`src/rtl/dmem_arbiter.sv`:
```
// Two-port data-memory arbiter: core (port 0) and debug/DMA (port 1) share one
// word-addressed memory; partial stores become read-merge-write.
module dmem_arbiter (
  input  logic        clk,
  input  logic        rst,

  input  logic        c_req,
  input  logic        c_we,
  input  logic [31:0] c_addr,
  input  logic [31:0] c_wdata,
  input  logic [3:0]  c_wstrb,
  output logic        c_gnt,
  output logic        c_rvalid,
  output logic [31:0] c_rdata,

  input  logic        d_req,
  input  logic        d_we,
  input  logic [31:0] d_addr,
  input  logic [31:0] d_wdata,
  input  logic [3:0]  d_wstrb,
  output logic        d_gnt,
  output logic        d_rvalid,
  output logic [31:0] d_rdata,

  output logic        MemRead,
  output logic        MemWrite,
  output logic [31:0] addr_out,
  output logic [31:0] write_data_out,
  input  logic [31:0] read_data_in,

  output logic        busy
);

  typedef enum logic [1:0] {
    IDLE     = 2'd0,
    ACCESS   = 2'd1,
    MERGE_WR = 2'd2
  } state_t;

  state_t      state_q, state_d;
  logic        prio_q, prio_d;
  logic        id_q, id_d;
  logic        we_q, we_d;
  logic [31:2] addr_q, addr_d;
  logic [31:0] wdata_q, wdata_d;
  logic [3:0]  wstrb_q, wstrb_d;
  logic [31:0] merge_q;
  logic [31:0] c_rdata_q, d_rdata_q;
  logic        c_rvalid_q, d_rvalid_q;

  logic        win;
  logic        gnt_any;
  logic        mem_rd;
  logic        mem_wr;
  logic        load_done;
  logic        merge_ld;
  logic [31:0] wr_data;
  logic [31:0] merged;

  always_comb begin
    merged = merge_q;
    for (int i = 0; i < 4; i++) begin
      if (wstrb_q[i]) merged[8*i +: 8] = wdata_q[8*i +: 8];
    end
  end

  // Tie goes to prio; a lone requester wins outright.
  assign win = (c_req && d_req) ? prio_q : d_req;

  always_comb begin
    state_d   = state_q;
    prio_d    = prio_q;
    id_d      = id_q;
    we_d      = we_q;
    addr_d    = addr_q;
    wdata_d   = wdata_q;
    wstrb_d   = wstrb_q;
    gnt_any   = 1'b0;
    mem_rd    = 1'b0;
    mem_wr    = 1'b0;
    load_done = 1'b0;
    merge_ld  = 1'b0;
    wr_data   = 32'h0;

    case (state_q)
      IDLE: begin
        if (c_req || d_req) begin
          id_d    = win;
          we_d    = win ? d_we    : c_we;
          addr_d  = win ? d_addr[31:2] : c_addr[31:2];
          wdata_d = win ? d_wdata : c_wdata;
          wstrb_d = win ? d_wstrb : c_wstrb;
          state_d = ACCESS;
        end
      end
      ACCESS: begin
        if (!we_q) begin
          mem_rd    = 1'b1;
          gnt_any   = 1'b1;
          load_done = 1'b1;
          state_d   = IDLE;
        end else if (wstrb_q == 4'h0) begin
          gnt_any = 1'b1;
          state_d = IDLE;
        end else if (wstrb_q == 4'hF) begin
          mem_wr  = 1'b1;
          wr_data = wdata_q;
          gnt_any = 1'b1;
          state_d = IDLE;
        end else begin
          mem_rd   = 1'b1;
          merge_ld = 1'b1;
          state_d  = MERGE_WR;
        end
      end
      MERGE_WR: begin
        mem_wr  = 1'b1;
        wr_data = merged;
        gnt_any = 1'b1;
        state_d = IDLE;
      end
      default: state_d = IDLE;
    endcase

    if (gnt_any) prio_d = ~id_q;

    // An access cut by reset must not touch memory or report completion.
    if (rst) begin
      gnt_any   = 1'b0;
      mem_rd    = 1'b0;
      mem_wr    = 1'b0;
      load_done = 1'b0;
      merge_ld  = 1'b0;
      wr_data   = 32'h0;
    end
  end

  always_ff @(posedge clk) begin
    if (rst) begin
      state_q    <= IDLE;
      prio_q     <= 1'b0;
      id_q       <= 1'b0;
      we_q       <= 1'b0;
      addr_q     <= '0;
      wdata_q    <= '0;
      wstrb_q    <= '0;
      merge_q    <= '0;
      c_rdata_q  <= '0;
      d_rdata_q  <= '0;
      c_rvalid_q <= 1'b0;
      d_rvalid_q <= 1'b0;
    end else begin
      state_q    <= state_d;
      prio_q     <= prio_d;
      id_q       <= id_d;
      we_q       <= we_d;
      addr_q     <= addr_d;
      wdata_q    <= wdata_d;
      wstrb_q    <= wstrb_d;
      c_rvalid_q <= load_done & ~id_q;
      d_rvalid_q <= load_done & id_q;
      if (load_done && !id_q) c_rdata_q <= read_data_in;
      if (load_done && id_q)  d_rdata_q <= read_data_in;
      if (merge_ld)           merge_q   <= read_data_in;
    end
  end

  assign c_gnt          = gnt_any & ~id_q;
  assign d_gnt          = gnt_any & id_q;
  assign c_rvalid       = c_rvalid_q;
  assign d_rvalid       = d_rvalid_q;
  assign c_rdata        = c_rdata_q;
  assign d_rdata        = d_rdata_q;
  assign MemRead        = mem_rd;
  assign MemWrite       = mem_wr;
  assign write_data_out = wr_data;
  assign addr_out       = (state_q == IDLE) ? 32'h0 : {addr_q, 2'b00};
  assign busy           = (state_q != IDLE);

endmodule

```
`config.mk`:
```
export PLATFORM = sky130hd
export DESIGN_NAME = dmem_arbiter
export DESIGN_NICKNAME = d
export VERILOG_FILES = /design/src/rtl/dmem_arbiter.sv
export SDC_FILE = /design/constraint.sdc
export NUM_CORES = 1
export LEC_CHECK = 0
export CAP_MARGIN = 25
export CORE_ASPECT_RATIO = 0.6
export CORE_MARGIN = 2
export CORE_UTILIZATION = 25
export CTS_CLUSTER_SIZE = 40
export DETAILED_ROUTE_END_ITERATION = 8
export MAX_ROUTING_LAYER = met4
export SYNTH_ARGS = -nofsm -noshare
export SYNTH_HDL_FRONTEND = slang
export SYNTH_SLANG_ARGS = --single-unit
```
`constraint.sdc`:
```
create_clock -name clk -period 2.1 [get_ports clk]
set_input_delay 0.42 -clock clk [delete_from_list [all_inputs] [get_ports clk]]
set_output_delay 0.42 -clock clk [all_outputs]
set_load 0.01 [all_outputs]
```
== Word level (Yosys, flattened, before mapping) ==
Cells that the tools add are included.

* Bits of input ports: 174
* Word-level logic and storage cells: 70
* Bits in registers: 169
* Output and inout port bits: 135

* Equal/unequal tests: 4
* Bitwise operators: 5
* Multiplexer cells: 40
* Reductions and logical operators: 9

{| class="wikitable"
|+ Operator list
! cell !! count
|-
| $mux W32 || 6
|-
| $pmux W32 S2 || 1
|-
| $mux W8 || 4
|-
| $mux W30 || 1
|-
| $mux W1 || 20
|-
| $mux W2 || 4
|-
| $and A1 B1 Y1 || 4
|-
| $eq A4 B4 Y1 const B || 1
|-
| $logic_not A4 Y1 || 1
|-
| $mux W4 || 1
|-
| $pmux W1 S2 || 2
|-
| $pmux W2 S2 || 1
|-
| $logic_and A1 B1 Y1 || 3
|-
| $eq A2 B1 Y1 const B || 1
|-
| $eq A2 B2 Y1 const B || 1
|-
| $logic_not A2 Y1 || 1
|-
| $ne A2 B2 Y1 const B || 1
|-
| $reduce_and A2 Y1 || 1
|-
| $reduce_bool A2 Y1 || 1
|-
| $logic_not A1 Y1 || 1
|-
| $logic_or A1 B1 Y1 || 1
|-
| $not A1 Y1 || 1
|}

== Logic depth before layout (Yosys ltp) ==
Gate-level depths: netlist of the first run.

* Word-level depth: 7
* Gate-level depth with buffers: 9
* Mapped depth without buffers: 7

== Worst setup path after synthesis of the first run ==
No wires, ideal clock.

* Path type: reg2out
* Start: reg state_q[1]
* End: out write_data_out[10]
* Path buffers: 1
* Data required time: 1.680 ns
* Stages on the path, launching flop included: 8
* Data arrival time: 1.476 ns
* Path slack: 0.204 ns
* Cells stage by stage: dfxtp_1 inv_1 ha_1 and2_1 a21o_1 buf_2 a32oi_1 nor2_1

* Word-level cells in the longest chain between the ends: 3
* Elaborated cells between the ends (all ways): 4
* Classes of those cells: eq/ne: 2; mux: 2

{| class="wikitable"
|+ Ends and longest elaborated chain
! element !! RTL line !! text
|-
| start: declaration || 40 || <nowiki>state_t state_q, state_d;</nowiki>
|-
| start signal: assignment || 153 || <nowiki>state_q <= state_d;</nowiki>
|-
| $eq A2 B2 Y1 or $eq A2 B1 Y1 (tied branches) || 85 || <nowiki>case (state_q)</nowiki>
|-
| $pmux W32 S2 (*) || 85 ||
|-
| $mux W32 (*) || 128 || <nowiki>if (rst) begin</nowiki>
|-
| end: declaration || 28 || <nowiki>output logic [31:0] write_data_out,</nowiki>
|}

Mark *: on every way between the ends. The rest lies on a longest branch, timed or not.

== Worst setup path in the final report of the first run ==
* Start: reg state_q[0]
* End: out write_data_out[5]

The elaborated chain is that of the path after synthesis.

==> flow_summary.toml, run 1 <==
[pwr]
ir_drop_mv = 0.3893
power.switching_mw = 2.393
pwr-share-comb_pct = 18.6
p_int_mw = 6.073
power.density_nw_per_um2 = 720.7
switching_share_pct = 28.26
p_seq_share_pct = 41.9
leakagePower_nw = 4.774
p_clk_share_pct = 39.4
power_mw = 8.465

[route]
ant_nets = 0
vias = 7341
route.detailed.drc = 0
drtIter0Drc = 416
viasPerCell = 4.640
drt-total-wl_mm = 27.32
dr.pass1.iters = 5
wl_per_cell_um = 17.27

[run_status]
violations = "negative setup slack"
outcome = "complete, but fails checks"

[floorplanning]
die-area_um2 = 30820
start_util_pct = 25.49
die_h_um = 136.8
coreArea_um2 = 28830
io_pins = 309
die_w_um = 225.3
row_count = 48

[finish]
antenna_cells = 0
stdcell_count = 1582
seq_area_um2 = 3393
nFillCells = 2910
fin_util_pct = 40.75
multi_input_area_um2 = 3806
drive_above_1_share_pct = 18.64
area_delta_synth_final_pct = 59.88
nets = 1371

[worst_setup_path]
path_max_fanout = 6
slowest_stage = "dfxtp_2"
crit_path_start_kind = "register"
crit_required_ns = 1.68
critPathArrivalTime_ns = 1.98
slowest_delay_ns = 0.33
worstSetupEndpointType = "output port"
worstPathCellList = "buf_6 -> ha_4 -> and2_4 -> a21o_4 -> buf_8 -> a32oi_1 -> nor2_1 -> buf_2"
worstSetupPathType = "register to output port"

[clock_tree]
ctsHtreeMaxLevel = 4
cts_hold_buf = 0
numCtsBuffers = 17
clkTransAtPathRegs_ns = 0.07
clock_latency_ns = 0.44
cts_tree = "built"
root_buffer = "clkbuf_16"
cts_buffer_depth = 2
clock_sinks = 169

[timing]
setup_violations = 35
finClkSkew_ns = 0.006459
rsz0062_at_grt = "yes"
finalCritPeriodShare_pct = 114.3
slew_viol_final = 0
finalHoldViolCount = 0
max_slew_margin_pct = 42.59
setup_slack_ns = -0.3005
period_needed_ns = 2.401
tns_ns = -9.521
fmax_mhz = 416.6
worst_pin_slew_ns = 0.8611

[yosys]
ys_seq_elements = 169
avgSynthCellArea_um2 = 8.330
synth_cells = 882
synth_top_area_share_pct = 46.05
ys.flop_type = "dfxtp_1"
synthArstFlopShare_pct = 0
synthTopCellsByArea = "dfxtp_1 (46%), nand2_1 (9.8%), mux2i_1 (9.1%)"
ys_types = 36
synth_warnings = 0
synth-edff-count = 0
yosysTopAreaCell = "dfxtp_1"
ys_seq_area_share_pct = 46.05
netlist_area_um2 = 7347

[global_route]
grt_pass1_wl_mm = 40.51
grtUsageTotal_pct = 18.01
grt_overflow = 0
grt_max_degree = 81
antenna_found_initial = 0
grt_pass1_vias = 7022

[placement]
preCtsSetupSlack_ns = -0.3684
portBuffers = 302
dp.cells = 1547
finalWeightedCongestion = 0.8466
dp_hpwl_mm = 19.86

[worst_hold_path]
hold_class = "input pin to register"

[job]
maxCapViolCount = 0
[final cells by class]
type / count / area share (%)
Multi-Input combinational cell: 627 / 32.40
Timing Repair Buffer: 369 / 29.13
Sequential cell: 169 / 28.89
Tap cell: 375 / 3.994
Clock buffer: 18 / 3.739
Clock inverter: 14 / 1.523
Inverter: 10 / 0.3196
[metrics by stage]
| step | hold WS (ns) | instance area [µm²] |
|---|---|---|
| floorplan | 0.4360 | 7351 |
| global placement | 0.4419 | 11060 |
| detailed placement | 0.4467 | 11060 |
| CTS | 0.2897 | 11560 |
| global route | 0.2991 | 11750 |
| finish | 0.3201 | 11750 |
[logic make-up after synthesis]
family / synth area share, %
flip-flops: 46.05
other: 0.05104
buffers and inverters: 6.250
adder cells (fa/ha/maj): 0.5110
AO/OA/AOI/OAI: 18.46
AND/OR/NAND/NOR: 19.55
multiplexers: 9.128
[state kept, by name (all words and copies together) (netlist names)]
register / count
addr_q: 30
c_rdata: 32
c_rvalid: 1
d_rdata: 32
d_rvalid: 1
id_q: 1
merge_q: 32
prio_q: 1
state_q: 2
wdata_q: 32
we_q: 1
wstrb_q: 4
[per-layer routing]
metal	up-vias	part of all wire (%)	track usage [%]
li1	3658	-	-
met1	3432	47	23.49
met2	234	45	27.47
met3	17	7.4	5.496
met4	0	0.74	3.863
met5	-	0	-
[worst paths after layout]
path,start,endpoint,slack [ns],cells after the start
max,state_q[0],write_data_out[5],-0.30,8
min,rst,wstrb_q[0],0.32,3
max reg2reg,state_q[0],wdata_q[22],0.20,8
min reg2reg,c_rdata[6],c_rdata[6],0.45,2
[layout by cell type, fill, tap and decap left out, types with 8 or more instances in the layout]
| cell type | n |
|---|---|
| buf_12 | 13 |
| dfxtp_1 | 163 |
| a32oi_2 | 18 |
| buf_2 | 65 |
| clkdlybuf4s50_1 | 234 |
| a211oi_1 | 68 |
| buf_6 | 8 |
| nor2_1 | 102 |
| a21oi_1 | 97 |
| clkbuf_16 | 17 |
| a32oi_1 | 14 |
| buf_4 | 45 |
| nor2b_1 | 23 |
| mux2i_1 | 67 |
| nand2_1 | 192 |
[power groups by stage]
stage	Sequential [mW]	Combinational, mW	Clock (mW)
6_report	3.55	1.58	3.34
3_5_place_dp	3.60	1.55	0
4_1_cts	3.54	1.55	3.45
2_1_floorplan	3.58	0.717	0
3_3_place_gp	3.60	1.53	0
5_1_grt	3.57	1.73	3.58
[synthesized netlist by cell type (8+ instances only)]
| cell | count |
|---|---|
| nand2_1 | 192 |
| dfxtp_1 | 169 |
| nor2_1 | 109 |
| a21oi_1 | 97 |
| a211oi_1 | 69 |
| mux2i_1 | 67 |
| clkbuf_1 | 36 |
| a32oi_1 | 32 |
| nor2b_1 | 32 |
| buf_2 | 25 |
| buf_6 | 11 |
| inv_1 | 8 |
[repair_timing]
action                                  in CTS  in global routing
resized for setup                          313                 35
cloned                                       2                  0
endpoints found under the setup margin      67                 49
pin swaps                                   36                  4
buffers inserted                             1                  0
[worst max-delay path: cells and delay by family, from the launching register on]
kind,cells,cell delay [ns]
AO/OA/AOI/OAI,2,0.45
buffers and inverters,3,0.40
flip-flops,1,0.33
AND/OR/NAND/NOR,2,0.20
adder cells (fa/ha/maj),1,0.15
(Power assumes the default switching activity.)
==> run 2: changes to the inputs <==
Settings changed: CELL_PAD_IN_SITES_DETAIL_PLACEMENT set to 1, CELL_PAD_IN_SITES_GLOBAL_PLACEMENT set to 2, CORE_UTILIZATION 25 to 24, PLACE_DENSITY_LB_ADDON set to 0.1, TNS_END_PERCENT set to 10.
==> run 2 against run 1 <==
The run still ends with negative setup slack left. Sequential share of layout area about the same. Non-clock buffer count down 3. Via count about the same. Combinational power about the same. Critical path type unchanged. Critical endpoint is now write_data_out[22]. Largest power group unchanged. Highest routed layer unchanged.
==> flow_summary.toml, run 2 (same netlist as run 1, synthesis figures left out) <==
[run_status]
outcome = "complete, but fails checks"
violations = "negative setup slack"

[placement]
preCtsSetupSlack_ns = -0.3391
portBuffers = 302
dp_hpwl_mm = 20.73
dp.cells = 1575
finalWeightedCongestion = 0.7726
placed_area_um2 = 11090

[timing]
setup_violations = 36
rsz0062_at_grt = "yes"
finalHoldViolCount = 0
setup_slack_ns = -0.3586
fmax_mhz = 406.7
period_needed_ns = 2.459
max_slew_margin_pct = 37.76
slew_viol_final = 0
finClkSkew_ns = 0.01077
holdWs_ns = 0.4551
tns_ns = -10.05
worst_pin_slew_ns = 0.9336
finalCritPeriodShare_pct = 117.1

[finish]
final_common_cell = "clkdlybuf4s50_1"
drive_above_1_share_pct = 17.61
antenna_cells = 0
layout_common_cells = "clkdlybuf4s50_1 (234), nand2_1 (192), dfxtp_1 (164)"
fin_area_um2 = 11720
nets = 1368
stdcell_count = 1612
area_delta_synth_final_pct = 59.54
fin_util_pct = 39.02

[worst_hold_path]
min-delay-start = "d_rdata[7]"
hold_class = "register to register"
hold_depth = 2
hold_path_end = "d_rdata[7]"

[clock_tree]
root_buffer = "clkbuf_16"
numCtsBuffers = 17
clock_latency_ns = 0.45
clock_sinks = 169
clkTransAtPathRegs_ns = 0.07
ctsHtreeMaxLevel = 4
cts_hold_buf = 0
cts_tree = "built"
cts_buffer_depth = 2

[global_route]
grt_overflow = 0
grt_max_degree = 79
grt_pass1_wl_mm = 43.97
grt_pass1_vias = 7437
grtUsageTotal_pct = 18.43
antenna_found_initial = 0

[worst_setup_path]
crit_path_start_kind = "register"
cp-startpoint = "state_q[1]"
worstRegToRegCells = 10
path_max_fanout = 10
crit_required_ns = 1.68
regToRegStartpoint = "state_q[1]"
worstSetupPathType = "register to output port"
critPathArrivalTime_ns = 2.04
rrSetupSlack_ns = 0.14
worstSetupEndpointType = "output port"
r2r-end = "wdata_q[20]"

[route]
vias = 7348
route.detailed.drc = 0
dr.pass1.iters = 4
highest_layer = "met4"
drtIter0Drc = 310
met1Wirelength_mm = 13.70
met2_length_mm = 13.53
viasPerCell = 4.558
ant_nets = 0
drt-total-wl_mm = 28.82
wl_per_cell_um = 17.88
wl_met3_mm = 1.327

[pwr]
power.density_nw_per_um2 = 709.1
power_mw = 8.311
ir_drop_mv = 0.4640
power.switching_mw = 2.330
switching_share_pct = 28.03
p_clk_share_pct = 38.8
p_seq_share_pct = 42.6
pwr-share-comb_pct = 18.6
leakagePower_nw = 4.657
p_int_mw = 5.981

[floorplanning]
io_pins = 309
start_util_pct = 24.46
die-area_um2 = 32070
die_h_um = 139.5
row_count = 49
die_w_um = 229.9
coreArea_um2 = 30040

[job]
maxCapViolCount = 0
## run 2: power by group through the flow
stage | sequential [mW] | clock, mW | combinational, mW
2_1_floorplan | 3.58 | 0 | 0.717
3_3_place_gp | 3.59 | 0 | 1.54
3_5_place_dp | 3.60 | 0 | 1.55
4_1_cts | 3.53 | 3.37 | 1.56
5_1_grt | 3.57 | 3.49 | 1.69
6_report | 3.54 | 3.22 | 1.55
## run 2: layer usage
metal  vias up  global-route usage (%)
li1       3652                       -
met4         0                   4.414
met5         -                       -
met3        18                   4.221
met1      3518                   24.01
met2       160                   28.98
## run 2: critical path, cell delays in order (launching register included)
cell and delay, ns:
dfxtp_2 0.34, inv_2 0.05, ha_4 0.15, and2_4 0.16, a21o_4 0.28, buf_12 0.17, a32oi_1 0.21, nor2_1 0.09
buf_2 0.15
## run 2: cell type report
class                           count  area, µm²
Clock buffer                       17      425.4
Tap cell                          408      510.5
Inverter                           10      37.54
Fill cell                        3523      18320
Timing Repair Buffer              366       3436
Clock inverter                     15      163.9
Multi-Input combinational cell    627       3759
Sequential cell                   169       3390
## run 2: how the worst max path moves through the flow
stage          cells after the start  slack, ns            endpoint
5_1_grt                            8      -0.45  write_data_out[22]
2_1_floorplan                      7       0.20  write_data_out[10]
6_report                           8      -0.36  write_data_out[22]
3_5_place_dp                       8      -0.34   write_data_out[9]
4_1_cts                            9      -0.41  write_data_out[22]
3_3_place_gp                       8      -0.29  write_data_out[18]
## run 2: what timing repair did
item                       4_1_cts  5_1_grt
setup endpoints to repair       67       56
gates resized for setup        283       38
pin swaps                       19       16
setup buffers                    3        0
cloned                           2        1
==> run 3: changes to the inputs <==
--- a/config.mk
+++ b/config.mk
@@ -15,2 +15,3 @@
 export DETAILED_ROUTE_END_ITERATION = 8
+export HOLD_SLACK_MARGIN = 0.03
 export MAX_ROUTING_LAYER = met4
==> constraint.sdc (replaced) <==
create_clock -name clk -period 2.35 [get_ports clk]
set_input_delay 0.3525 -clock clk [delete_from_list [all_inputs] [get_ports clk]]
set_output_delay 0.3525 -clock clk [all_outputs]
set_load 0.01 [all_outputs]
==> run 3 against run 2 <==
The flow still finishes with violations (negative setup slack). Clock-buffer cell count increased by 2. Hold slack worse by 0.028 ns. Core utilization shrank 0.87 points. Routed wire length decreased by 1.5%. Non-clock buffer count decreased by 25. Register-to-register slack better by 0.32 ns. Cell count decreased by 1.6%. Setup slack better by 0.30 ns. Critical path type unchanged. Largest cell class unchanged. Highest routed layer unchanged.
==> flow_summary.toml, run 3 (same netlist as run 1, synthesis figures left out) <==
[timing]
finalHoldViolCount = 0
max_slew_margin_pct = 42.80
tns_ns = -0.1580
slew_viol_final = 0
rsz0062_at_grt = "yes"
setup_slack_ns = -0.05869
period_needed_ns = 2.409
finalCritPeriodShare_pct = 102.5
finClkSkew_ns = 0.01336
setup_violations = 4
fmax_mhz = 415.2
worst_pin_slew_ns = 0.8580

[pwr]
p_int_mw = 5.349
p_clk_share_pct = 39.5
pwr-share-comb_pct = 17.8
ir_drop_mv = 0.4131
power.density_nw_per_um2 = 644.4
switching_share_pct = 27.55
power.switching_mw = 2.034
p_seq_share_pct = 42.7
leakagePower_nw = 4.717

[finish]
layout_common_cells = "clkdlybuf4s50_1 (234), nand2_1 (192), dfxtp_1 (166)"
antenna_cells = 0
stdcell_count = 1587
nFillCells = 3493
final_common_cell = "clkdlybuf4s50_1"
nets = 1343
area_delta_synth_final_pct = 55.96
drive_above_1_share_pct = 11.37

[worst_hold_path]
hold_class = "input pin to register"
min-delay-start = "rst"
hold_depth = 5
hold_path_end = "prio_q"

[clock_tree]
numCtsBuffers = 17
clock_latency_ns = 0.44
root_buffer = "clkbuf_16"
ctsHtreeMaxLevel = 4
cts_tree = "built"
clock_sinks = 169
cts_buffer_depth = 2
clkTransAtPathRegs_ns = 0.07

[worst_setup_path]
critPathArrivalTime_ns = 2.06
path_max_fanout = 12
worstSetupEndpointType = "output port"
regToRegStartpoint = "wstrb_q[3]"
worstRegToRegCells = 6
r2r-end = "merge_q[28]"
rrSetupSlack_ns = 0.46
crit_path_start_kind = "register"
crit_required_ns = 2.00
worstSetupPathType = "register to output port"

[placement]
portBuffers = 302
finalWeightedCongestion = 0.7654
dp.cells = 1554
preCtsSetupSlack_ns = 0.01910
dp_hpwl_mm = 20.73

[floorplanning]
die_w_um = 229.9
coreArea_um2 = 30040
row_count = 49
start_util_pct = 24.46
io_pins = 309
die_h_um = 139.5
die-area_um2 = 32070

[job]
maxCapViolCount = 0

[global_route]
grt_pass1_vias = 7622
grtUsageTotal_pct = 18.41
antenna_found_initial = 0
grt_overflow = 0
grt_max_degree = 100
grt_pass1_wl_mm = 44.17

[route]
viasPerCell = 4.502
wl_per_cell_um = 17.88
drtIter0Drc = 300
drt-total-wl_mm = 28.38
vias = 7145
ant_nets = 0
dr.pass1.iters = 4
route.detailed.drc = 0

[run_status]
outcome = "complete, but fails checks"
violations = "negative setup slack"
-- run 3: layout make-up --
class,count,area [µm²],area share (%)
Sequential cell,169,3387,29.56
Clock buffer,19,452.9,3.953
Inverter,10,37.54,0.3276
Multi-Input combinational cell,627,3606,31.47
Clock inverter,13,146.4,1.278
Timing Repair Buffer,341,3318,28.96
Tap cell,408,510.5,4.455
-- run 3: timing repair --
item | CTS | global route
buffers inserted | 0 | 0
pin swaps | 11 | 12
hold buffers | 0 | 0
endpoints found under the setup margin | 67 | 50
gates resized for setup | 167 | 26
cloned | 1 | 0
-- run 3: worst max-delay path, stage by stage, from the launching register on --
cell and delay, ns:
dfxtp_2 0.34, inv_2 0.04, ha_2 0.17, and2_4 0.16, a21o_4 0.24, buf_6 0.16
a32oi_1 0.21, nor2_1 0.08, clkdlybuf4s15_2 0.23
-- run 3: how the worst max path moves through the flow --
stage / from / end / cells after the start
2_1_floorplan: state_q[1] / write_data_out[10] / 7
3_3_place_gp: state_q[0] / write_data_out[9] / 8
3_5_place_dp: state_q[1] / write_data_out[9] / 8
4_1_cts: state_q[0] / addr_out[2] / 5
5_1_grt: state_q[1] / write_data_out[5] / 8
6_report: state_q[1] / write_data_out[2] / 8
-- run 3: power by group through the flow --
stage          clock [mW]  combinational (mW)  sequential (mW)
2_1_floorplan           0               0.641             3.20
3_3_place_gp            0                1.33             3.21
3_5_place_dp            0                1.34             3.22
4_1_cts              3.03                1.35             3.15
5_1_grt              3.15                1.45             3.18
6_report             2.91                1.32             3.15
-- run 3: stage by stage --
step / util, % / hold slack [ns] / area, µm² / power [mW]
detailed placement: 36.17 / 0.4464 / 10870 / 4.561
CTS: 37.91 / 0.3890 / 11390 / 7.529
global placement: 36.17 / 0.4432 / 10870 / 4.543
finish: 38.14 / 0.4270 / 11460 / 7.384
floorplan: - / 0.4360 / 7351 / 3.844
global route: 38.14 / 0.4700 / 11460 / 7.775
-- run 3: metal layers --
layer	global-route usage (%)	vias up	share of wire, %
met5	-	-	0
met4	4.686	0	0.70
met3	4.426	9	4.8
met2	28.46	141	46
met1	24.12	3398	48
li1	-	3597	-
